==> config.mk <==
export PLATFORM = sky130hd
export DESIGN_NAME = tmds_period_scheduler
export DESIGN_NICKNAME = d
export VERILOG_FILES = /design/src/rtl/tmds_period_scheduler.sv
export SDC_FILE = /design/constraint.sdc
export NUM_CORES = 1
export LEC_CHECK = 0
export CAP_MARGIN = 15
export CORE_MARGIN = 2
export CORE_UTILIZATION = 34
export DETAILED_ROUTE_END_ITERATION = 7
export SKIP_LAST_GASP = 1
export SYNTH_ARGS = -nofsm -noshare
export SYNTH_HDL_FRONTEND = slang
export SYNTH_SLANG_ARGS = --single-unit
export TNS_END_PERCENT = 100
==> constraint.sdc <==
create_clock -name paralell_clk -period 4.8 [get_ports paralell_clk]
set_input_delay 1.2 -clock paralell_clk [delete_from_list [all_inputs] [get_ports paralell_clk]]
set_output_delay 1.2 -clock paralell_clk [all_outputs]
set_load 0.02 [all_outputs]
==> src/rtl/tmds_period_scheduler.sv <==
// Per-pixel-clock word scheduler for the three TMDS channels: control, preamble, guard band or video.
// Build with HDMI_PREAMBLE_EN defined for HDMI data-island framing; undefined gives plain DVI (CTRL/VIDEO only).
module tmds_period_scheduler #(
    parameter int PRE_LEN = 8,
    parameter int GB_LEN  = 2
) (
    input  logic       paralell_clk,
    input  logic       reset,
    input  logic       de_in,
    input  logic       hsync_in,
    input  logic       vsync_in,
    input  logic [9:0] enc0_in,
    input  logic [9:0] enc1_in,
    input  logic [9:0] enc2_in,
    output logic [9:0] tmds_ch0,
    output logic [9:0] tmds_ch1,
    output logic [9:0] tmds_ch2,
    output logic [1:0] period,
    output logic       short_gap_err
);

    localparam int D  = PRE_LEN + GB_LEN;
    localparam int GW = $clog2(D + 1);

    localparam logic [9:0] TOK_00   = 10'b1101010100;
    localparam logic [9:0] TOK_01   = 10'b0010101011;
    localparam logic [9:0] TOK_10   = 10'b0101010100;
    localparam logic [9:0] TOK_11   = 10'b1010101011;
    localparam logic [9:0] GUARD_02 = 10'b1011001100;
    localparam logic [9:0] GUARD_1  = 10'b0100110011;

    typedef enum logic [1:0] {
        ST_CTRL  = 2'd0,
        ST_PRE   = 2'd1,
        ST_GUARD = 2'd2,
        ST_VIDEO = 2'd3
    } state_t;

    // Stage layout: {de, vs, hs, enc2, enc1, enc0}
    logic [32:0] pipe_r [D];
    logic [32:0] dly_s;
    logic        de_d_s;
    logic        acc_edge_s;
    logic        short_edge_s;
    state_t      state_r;
    state_t      nxt_s;
    logic [3:0]  cnt_r;

    function automatic logic [9:0] ctl_token(input logic [1:0] ctl);
        logic [9:0] w;
        case (ctl)
            2'b00:   w = TOK_00;
            2'b01:   w = TOK_01;
            2'b10:   w = TOK_10;
            2'b11:   w = TOK_11;
            default: w = TOK_00;
        endcase
        return w;
    endfunction

    // Returns {ch2, ch1, ch0} for the given output period and delayed stream slot.
    function automatic logic [29:0] sel_words(input state_t st, input logic [32:0] d);
        logic [29:0] w;
        case (st)
            ST_CTRL:  w = {TOK_00, TOK_00, ctl_token(d[31:30])};
            ST_PRE:   w = {TOK_00, TOK_01, ctl_token(d[31:30])};
            ST_GUARD: w = {GUARD_02, GUARD_1, GUARD_02};
            ST_VIDEO: w = d[29:0];
            default:  w = {TOK_00, TOK_00, TOK_00};
        endcase
        return w;
    endfunction

    // Lookahead delay line; the output register adds the final clock of latency.
    always_ff @(posedge paralell_clk) begin
        if (reset) begin
            for (int i = 0; i < D; i++) begin
                pipe_r[i] <= 33'd0;
            end
        end else begin
            pipe_r[0] <= {de_in, vsync_in, hsync_in, enc2_in, enc1_in, enc0_in};
            for (int i = 1; i < D; i++) begin
                pipe_r[i] <= pipe_r[i-1];
            end
        end
    end

    assign dly_s  = pipe_r[D-1];
    assign de_d_s = dly_s[32];

`ifdef HDMI_PREAMBLE_EN
    logic          de_prev_r;
    logic [GW-1:0] gap_r;
    logic          rise_s;

    // Blank-gap length at the input, saturating at the lookahead depth.
    always_ff @(posedge paralell_clk) begin
        if (reset) begin
            de_prev_r <= 1'b0;
            gap_r     <= '0;
        end else begin
            de_prev_r <= de_in;
            if (de_in) begin
                gap_r <= '0;
            end else if (gap_r != GW'(D)) begin
                gap_r <= gap_r + GW'(1);
            end else begin
                gap_r <= gap_r;
            end
        end
    end

    assign rise_s       = de_in & ~de_prev_r;
    assign acc_edge_s   = rise_s & (gap_r == GW'(D));
    assign short_edge_s = rise_s & (gap_r != GW'(D));
`else
    assign acc_edge_s   = 1'b0;
    assign short_edge_s = 1'b0;
`endif

    // Next output period. An accepted edge can only arrive once the delay line holds
    // a full blank gap, so de_d_s is already 0 when it is taken from VIDEO.
    always_comb begin
        nxt_s = state_r;
        case (state_r)
            ST_CTRL: begin
                if (acc_edge_s) begin
                    nxt_s = ST_PRE;
                end else if (de_d_s) begin
                    nxt_s = ST_VIDEO;
                end else begin
                    nxt_s = ST_CTRL;
                end
            end
            ST_PRE: begin
                if (cnt_r == 4'd0) begin
                    nxt_s = ST_GUARD;
                end else begin
                    nxt_s = ST_PRE;
                end
            end
            ST_GUARD: begin
                if (cnt_r == 4'd0) begin
                    nxt_s = ST_VIDEO;
                end else begin
                    nxt_s = ST_GUARD;
                end
            end
            ST_VIDEO: begin
                if (acc_edge_s) begin
                    nxt_s = ST_PRE;
                end else if (!de_d_s) begin
                    nxt_s = ST_CTRL;
                end else begin
                    nxt_s = ST_VIDEO;
                end
            end
            default: nxt_s = ST_CTRL;
        endcase
    end

    // Period FSM, run-length counter and registered serializer words.
    always_ff @(posedge paralell_clk) begin
        if (reset) begin
            state_r       <= ST_CTRL;
            cnt_r         <= 4'd0;
            tmds_ch0      <= TOK_00;
            tmds_ch1      <= TOK_00;
            tmds_ch2      <= TOK_00;
            short_gap_err <= 1'b0;
        end else begin
            state_r       <= nxt_s;
            short_gap_err <= short_edge_s;
            {tmds_ch2, tmds_ch1, tmds_ch0} <= sel_words(nxt_s, dly_s);
            if ((nxt_s == ST_PRE) && (state_r != ST_PRE)) begin
                cnt_r <= 4'(PRE_LEN - 1);
            end else if ((nxt_s == ST_GUARD) && (state_r != ST_GUARD)) begin
                cnt_r <= 4'(GB_LEN - 1);
            end else if (cnt_r != 4'd0) begin
                cnt_r <= cnt_r - 4'd1;
            end else begin
                cnt_r <= cnt_r;
            end
        end
    end

    assign period = state_r;

endmodule
==> results.json, run 1 <==
{
  "power.density_nw_per_um2": 484,
  "routed_wl_um": 11700,
  "port_buffers": 66,
  "synth_ff_type": "dfxtp_1",
  "postSynth.asyncResetShare_pct": 0,
  "hold_viol_final": 0,
  "synth.cell_area_um2": 10300,
  "rsz0062_at_grt": "false",
  "setup_viol": 0,
  "p_leak_nw": 4.76,
  "cts.sinks": 366,
  "grt_pass1_vias": 4271,
  "netlist_instances": 842,
  "synthMuxAreaShare_pct": 0.207,
  "tightest_slew_ns": 0.835,
  "ys_warn_count": 0,
  "grtUsageTotal_pct": 7.49,
  "start_util_pct": 34.6,
  "cpLargestDelayFamily": "buffers and inverters",
  "first_pass_iters": 4,
  "syn_avg_cell_area_um2": 12.2,
  "crit_chain": "clkdlybuf4s50_1",
  "drc": 0,
  "place_hpwl_um": 6230,
  "fp.dieW_um": 178,
  "critPathMaxStageDelay_ns": 0.61,
  "synth_top_area_share_pct": 71.3,
  "critPathSlowestCell": "clkdlybuf4s50_1",
  "synthAdderAreaFrac_pct": 0.853,
  "fin_skew_ns": 0.00912,
  "cp.required_ns": 3.60,
  "detail-route-antenna-nets": 0,
  "synth_edf_count": 0,
  "maxCapViolCount": 0,
  "gp_congestion": 0.781,
  "worstSetupPathType": "reg -> out",
  "io-pin-count": 68,
  "nets": 946,
  "cts_buffers": 35,
  "drt_iter0_drc": 272,
  "grt_max_degree": 216,
  "clk_latency_ns": 0.50,
  "synth_xor_area_share_pct": 0,
  "synth.area.top_cells": "dfxtp_1 (71%), nor2b_1 (20%), clkbuf_1 (1.4%), ha_1 (0.85%), inv_1 (0.47%)",
  "clock_tree.root_cell": "clkbuf_16",
  "overflow": 0,
  "cp.arrival_ns": 1.47,
  "min_period_ns": 2.67,
  "antenna_cells": 0,
  "cp-end-kind": "output pin",
  "post-route-period-util_pct": 55.5,
  "cp.depth": 1,
  "area_growth_pct": 21.0,
  "ir_drop_uv": 218,
  "synth_common_cells": "dfxtp_1 (366), nor2b_1 (333), clkbuf_1 (38)",
  "post_cts_buffers": 0,
  "h-tree-depth": 2,
  "whs_path_depth": 1,
  "dieArea_um2": 31600,
  "p_total_mw": 6.02,
  "drive_above_1_share_pct": 6.90,
  "ctsResizeCount": 0,
  "clock.fmax_mhz": 375,
  "grt_pass1_wl_um": 19600,
  "synth.largest_area_cell": "dfxtp_1",
  "yosysSeqAreaShare_pct": 71.3,
  "status": "completed",
  "slew_violations": 0,
  "synth_compound_area_share_pct": 3.51,
  "core_um2": 29700,
  "cts_tree": "done",
  "slew_headroom_pct": 44.3,
  "viasPerCell": 3.65,
  "hold_buffers": 0,
  "synth_top_family_by_area": "simple AND/OR/NAND/NOR gates",
  "fp.dieH_um": 178,
  "post_drt_wl_per_cell_um": 8.90,
  "synth.most_common_cell": "dfxtp_1",
  "start_kind": "flop",
  "antenna_found_initial": 0,
  "rows": 63,
  "yosys_register_bits": 366,
  "worstHoldPathType": "reg -> reg",
  "clk_pin_slew_worst_paths_ns": 0.06,
  "path_max_fanout": 3,
  "yosys.area_share.simple_pct": 21.9,
  "r2r_cells": 6,
  "setup_tns_ns": 0,
  "clockBufferDepth": 3,
  "netlist-cell-type-count": 37,
  "critPathBufInv": 1,
  "dr_total_vias": 4802,
  "syn_nets": 884
}
[flip-flops by register name, indices dropped and copies added, names as in the netlist]
register  count
pipe_r      330
period        2
cnt_r         4
tmds_ch1     10
tmds_ch0     10
tmds_ch2     10
[cells in the final DEF (no fill, tap or decap), drive strengths merged, types with 2 or more instances in the layout]
master	instances
inv	14
clkinvlp	2
a2bb2oi	2
o21ai	7
nor2b	333
dfxtp	366
o32ai	2
o22a	2
nor3	3
o211ai	5
clkdlybuf4s50	65
ha	7
nor2	8
clkinv	4
buf	2
bufinv	2
a31o	2
nand3	3
a211oi	7
and2	5
clkbuf	52
nand2	4
o21a	4
o2bb2ai	2
nand2b	5
a21oi	9
a21o	2
[path summary, 6_finish.rpt]
check / startpoint / endpoint / slack [ns]
max: period[0] / period[0] / 2.13
min: pipe_r[9][26] / tmds_ch2[6] / 0.41
max reg2reg: cnt_r[0] / tmds_ch0[1] / 2.71
min reg2reg: pipe_r[9][26] / tmds_ch2[6] / 0.41
[layer usage]
layer  global-route usage (%)  up-vias  routed length, um
li1                         -     2713                  -
met1                     9.58     1946               5980
met2                     10.9      105               4580
met3                     2.70       38                790
met4                     4.23        0                381
met5                        0        -                  0
[cells by family (layout without fill, tap and decap cells)]
group / after synthesis / in the layout
muxes: 2 / 2
DFF: 366 / 366
and+or+nand+nor: 365 / 365
adders and majority gates: 7 / 7
other: 1 / 1
buffers and inverters: 56 / 141
AOI/OAI and AO/OA: 45 / 45
[cell type report]
class                           instances  area, um2
Clock buffer                           51       1040
Clock inverter                          9        119
Fill cell                            2792      17300
Inverter                               13       48.8
Multi-Input combinational cell        420       2720
Sequential cell                       366       7330
Tap cell                              390        488
Timing Repair Buffer                   68        691
[where the power goes]
part | switching, mW | internal [mW]
Sequential | 0.0183 | 3.09
Combinational | 0.139 | 0.107
Clock | 1.05 | 1.61
Total | 1.21 | 4.81
[per-stage QoR]
stage               util [%]  worst slack (ns)  hold slack (ns)  instance area (um2)  std cells
floorplan                  -              2.76            0.386                10300        842
global placement        37.9              1.95            0.396                11300       1256
detailed placement      37.9              1.94            0.401                11300       1256
CTS                     41.8              2.09            0.417                12400       1316
global route            41.8              2.05            0.440                12400       1317
finish                  41.8              2.13            0.412                12400       1317
(Power assumes the default switching activity.)
==> run 2, diff against run 1 <==
==> constraint.sdc (replaced) <==
create_clock -name paralell_clk -period 2.6 [get_ports paralell_clk]
set_input_delay 0.65 -clock paralell_clk [delete_from_list [all_inputs] [get_ports paralell_clk]]
set_output_delay 0.65 -clock paralell_clk [all_outputs]
set_load 0.02 [all_outputs]
==> run 2 against run 1 <==
First-iteration DRC count is 43% lower. Setup slack worse by 1.7 ns. Via count is 1.6% higher. Non-clock buffer count is 3 higher. Critical endpoint unchanged. Clock power is 90% higher. Clock skew is 0.00082 ns higher. Total power is 87% higher. Die area stayed put. Final area is 0.52% higher. Sequential power is 85% higher. Register-to-register slack worse by 2.1 ns. Worst hold slack worse by 0.0039 ns.
==> results.json, run 2 (same netlist as run 1, synthesis figures left out) <==
{
  "antenna_cells": 0,
  "cts_buffers": 36,
  "power.density_nw_per_um2": 902,
  "tightest_slew_ns": 0.737,
  "pwr-share-clk_pct": 44.9,
  "crit_chain": "clkdlybuf4s50_1",
  "clk_pin_slew_worst_paths_ns": 0.06,
  "overflow": 0,
  "port_buffers": 66,
  "maxCapViolCount": 0,
  "cp.arrival_ns": 1.48,
  "regMostFlops": "pipe_r",
  "cp-end-kind": "output pin",
  "cts.sinks": 366,
  "ctsResizeCount": 0,
  "fin_skew_ns": 0.00994,
  "critPathMaxStageDelay_ns": 0.62,
  "clockBufferDepth": 3,
  "nets": 950,
  "clock_tree.root_cell": "clkbuf_16",
  "antenna_found_initial": 0,
  "worstHoldPathType": "reg -> reg",
  "swShare_pct": 20.3,
  "grt_max_degree": 127,
  "core_um2": 29700,
  "clk_latency_ns": 0.50,
  "start_util_pct": 34.6,
  "setup_tns_ns": 0,
  "h-tree-depth": 2,
  "min_period_ns": 2.13,
  "rsz0062_at_grt": "false",
  "slew_violations": 0,
  "setup_viol": 0,
  "dieArea_um2": 31600,
  "area_growth_pct": 21.7,
  "post-route-period-util_pct": 81.8,
  "p_total_mw": 11.3,
  "start_kind": "flop",
  "critPathBufInv": 1,
  "largest_register_ffs": 330,
  "grtUsageTotal_pct": 7.89,
  "detail-route-antenna-nets": 0,
  "ir_drop_uv": 403,
  "viasPerCell": 3.69,
  "p_leak_nw": 4.81,
  "path_max_fanout": 3,
  "grt_pass1_wl_um": 20800,
  "intPower_mw": 8.98,
  "hold_buffers": 0,
  "clock.fmax_mhz": 470,
  "cpLargestDelayFamily": "buffers and inverters",
  "grt_pass1_vias": 4499,
  "pwr-share-seq_pct": 51.0,
  "combPwrFrac_pct": 4.1,
  "cts_tree": "done",
  "hold_viol_final": 0,
  "fp.dieW_um": 178,
  "critPathSlowestCell": "clkdlybuf4s50_1",
  "dr_total_vias": 4881,
  "worstSetupPathType": "reg -> out",
  "gp_congestion": 0.795,
  "layout_commonest_cell": "dfxtp_1",
  "drive_above_1_share_pct": 7.40,
  "routed_wl_um": 12200,
  "switchingPower_mw": 2.29,
  "final_cell_mix": "dfxtp_1 (366), nor2b_1 (333), clkdlybuf4s50_1 (65)",
  "first_pass_iters": 4,
  "post_cts_buffers": 0,
  "place_hpwl_um": 6830,
  "post_drt_wl_per_cell_um": 9.23,
  "slew_headroom_pct": 50.8,
  "drt_iter0_drc": 155,
  "cp.required_ns": 1.95,
  "fp.dieH_um": 178,
  "io-pin-count": 68,
  "drc": 0,
  "rows": 63,
  "status": "completed"
}
-- run 2: cell types whose count changed in the layout (fill, tap and decap cells not counted) --
| cell | previous run | this run |
|---|---|---|
| buf_4 | 0 | 4 |
| clkinv_2 | 2 | 3 |
| clkbuf_8 | 8 | 10 |
| inv_16 | 0 | 1 |
| inv_8 | 0 | 1 |
| clkbuf_2 | 1 | 0 |
| clkinvlp_4 | 2 | 0 |
| clkinv_4 | 1 | 0 |
-- run 2: per-stage QoR --
| stage | instances | hold WS, ns | utilization (%) | setup WS, ns | area (um2) |
|---|---|---|---|---|---|
| floorplan | 842 | 0.386 | - | 0.895 | 10300 |
| CTS | 1322 | 0.411 | 42.1 | 0.445 | 12500 |
| global placement | 1260 | 0.392 | 38.0 | 0.532 | 11300 |
| finish | 1322 | 0.408 | 42.1 | 0.472 | 12500 |
| global route | 1322 | 0.438 | 42.1 | 0.397 | 12500 |
| detailed placement | 1260 | 0.396 | 38.0 | 0.563 | 11300 |
-- run 2: path summary, 6_finish.rpt --
check	startpoint	end	slack [ns]	cells after the start
max	period[0]	period[0]	0.47	1
min	pipe_r[9][26]	tmds_ch2[6]	0.41	1
max reg2reg	period[0]	tmds_ch2[8]	0.57	4
min reg2reg	pipe_r[9][26]	tmds_ch2[6]	0.41	1
-- run 2: layout make-up --
cell class / count / area (um2)
well taps: 390 / 488
multi-input cells: 420 / 2720
repair buffers: 71 / 716
fillers: 2815 / 17200
clock inverters: 9 / 131
inverters: 13 / 48.8
clock buffers: 53 / 1060
flip-flops and latches: 366 / 7330
-- run 2: per-layer routing --
| layer | global-route usage, % | wire length, um | vias to the layer above |
|---|---|---|---|
| met5 | 0 | 0 | - |
| met4 | 3.48 | 382 | 0 |
| met3 | 2.49 | 780 | 40 |
| met2 | 11.6 | 4720 | 116 |
| met1 | 10.6 | 6320 | 2001 |
| li1 | - | - | 2724 |
-- run 2: power groups by stage --
stage	Combinational (mW)	Clock [mW]	Sequential (mW)
detailed placement	0.467	0	5.87
global route	0.519	5.46	5.75
finish	0.463	5.06	5.75
floorplan	0.374	0	5.86
CTS	0.468	5.24	5.75
global placement	0.460	0	5.87
==> run 3, diff against run 2 <==
==> constraint.sdc (replaced) <==
create_clock -name paralell_clk -period 1.8 [get_ports paralell_clk]
set_input_delay 0.45 -clock paralell_clk [delete_from_list [all_inputs] [get_ports paralell_clk]]
set_output_delay 0.45 -clock paralell_clk [all_outputs]
set_load 0.02 [all_outputs]
==> run 3 against run 2 <==
Setup slack got worse by 0.39 ns. First-iteration DRC count increased by 63%. Highest routed layer unchanged. Wire length increased by 0.26%. Via count increased by 1.9%. Global-route usage increased by 0.063 points. Largest power group unchanged. Register-to-register slack lost 0.49 ns. Sequential share of layout area about the same. Largest cell class unchanged. Final cell count grew 0.61%. Combinational power is 81% higher. Flip-flop and latch count stayed put. Non-clock buffer count grew 11.
==> results.json, run 3 (same netlist as run 1, synthesis figures left out) <==
{
  "status": "completed",
  "clk_latency_ns": 0.51,
  "pwr-share-clk_pct": 43.1,
  "fp.dieW_um": 178,
  "power.density_nw_per_um2": 1290,
  "clock.fmax_mhz": 582,
  "place_hpwl_um": 6950,
  "rows": 63,
  "grt_max_degree": 108,
  "drt_iter0_drc": 253,
  "cts.sinks": 366,
  "p_total_mw": 16.1,
  "port_buffers": 66,
  "slew_headroom_pct": 59.0,
  "overflow": 0,
  "instances_no_fill": 1330,
  "numPlacedInstances": 1266,
  "grtUsageTotal_pct": 7.95,
  "antenna_found_initial": 0,
  "fp.dieH_um": 178,
  "start_util_pct": 34.6,
  "start_kind": "flop",
  "swShare_pct": 20.4,
  "routed_wl_um": 12200,
  "cp-end-kind": "flop",
  "intPower_mw": 12.8,
  "rsz0062_at_grt": "false",
  "ir_drop_uv": 593,
  "cts_tree": "done",
  "final_cell_mix": "dfxtp_1 (366), nor2b_1 (333), clkbuf_16 (36)",
  "nets": 961,
  "hold_buffers": 0,
  "drive_above_1_share_pct": 8.40,
  "cp.arrival_ns": 2.16,
  "viasPerCell": 3.74,
  "clock_tree.root_cell": "clkbuf_16",
  "slew_violations": 0,
  "preCtsSetupSlack_ns": -0.102,
  "first_pass_iters": 4,
  "fin_skew_ns": 0.0168,
  "grt_pass1_wl_um": 20900,
  "fin_ws_ns": 0.0805,
  "detail-route-antenna-nets": 0,
  "grt_pass1_vias": 4551,
  "gp_congestion": 0.835,
  "clk_pin_slew_worst_paths_ns": 0.06,
  "clockBufferDepth": 3,
  "setup_viol": 0,
  "post-route-period-util_pct": 95.5,
  "setup_tns_ns": 0,
  "dieArea_um2": 31600,
  "pwr-share-seq_pct": 51.7,
  "drc": 0,
  "worstSetupPathType": "reg -> reg",
  "regMostFlops": "pipe_r",
  "worstHoldPathType": "in -> reg",
  "maxCapViolCount": 0,
  "largest_register_ffs": 330,
  "post_drt_wl_per_cell_um": 9.20,
  "path_max_fanout": 6,
  "core_um2": 29700,
  "dr_total_vias": 4973,
  "combPwrFrac_pct": 5.2,
  "min_period_ns": 1.72,
  "cp.required_ns": 2.24,
  "layout_commonest_cell": "dfxtp_1",
  "antenna_cells": 0,
  "area_growth_pct": 21.6,
  "io-pin-count": 68,
  "tightest_slew_ns": 0.610,
  "cts_buffers": 36,
  "switchingPower_mw": 3.27,
  "h-tree-depth": 2,
  "p_leak_nw": 4.87,
  "hold_viol_final": 0
}
run 3: cell types whose count changed in the layout (fill, tap and decap cells not counted), moves of 2 or more:
cell / previous run / this run
buf_12: 1 / 3
buf_4: 4 / 13
clkbuf_1: 7 / 9
clkbuf_8: 10 / 7
clkdlybuf4s50_1: 65 / 33
dlygate4sd2_1: 0 / 32
run 3: what timing repair did:
item / CTS / global route
setup buffers: 2 / 3
pin swaps: 2 / 0
endpoints found under the setup margin: 43 / 15
resized for setup: 33 / 4
run 3: per-layer routing:
layer  global-route usage (%)  vias to the layer above  routed length (um)
li1                         -                     2739                   -
met1                     10.3                     2052                5970
met2                     11.4                      132                4800
met3                     2.78                       50                 940
met4                     4.61                        0                 519
met5                        0                        -                   0
run 3: cell type report:
class,instances,area [um2]
Clock inverter,7,81.3
Tap cell,390,488
Fill cell,2804,17200
Inverter,13,48.8
Sequential cell,366,7330
Multi-Input combinational cell,420,2730
Clock buffer,52,1030
Timing Repair Buffer,82,783
run 3: final timing paths:
kind | startpoint | endpoint | slack, ns | cells after the start
max | cnt_r[0] | tmds_ch2[0] | 0.08 | 6
min | reset | pipe_r[6][32] | 0.33 | 2
max reg2reg | cnt_r[0] | tmds_ch2[0] | 0.08 | 6
min reg2reg | pipe_r[9][29] | tmds_ch2[9] | 0.41 | 1
run 3: power groups by stage:
stage	Sequential [mW]	Combinational [mW]	Clock (mW)
after detailed placement	8.48	0.744	0
final	8.31	0.838	6.92
after global routing	8.32	0.922	7.52
after global placement	8.47	0.705	0
after CTS	8.30	0.764	7.20
after floorplan	8.47	0.540	0
run 3: stage by stage:
| step | utilization [%] | hold slack [ns] | area, um2 |
|---|---|---|---|
| after global placement | 38.3 | 0.390 | 11400 |
| after CTS | 41.9 | 0.310 | 12500 |
| after floorplan | - | 0.386 | 10300 |
| final | 42.0 | 0.328 | 12500 |
| after detailed placement | 38.3 | 0.402 | 11400 |
| after global routing | 42.0 | 0.331 | 12500 |
run 3: worst max-delay path, cell delays in order, from the launching register on:
cell and delay [ns]:
dfxtp_1 0.33, inv_1 0.09, ha_1 0.16, or3b_4 0.44, a2111oi_4 0.32, buf_4 0.20, and2_1 0.13
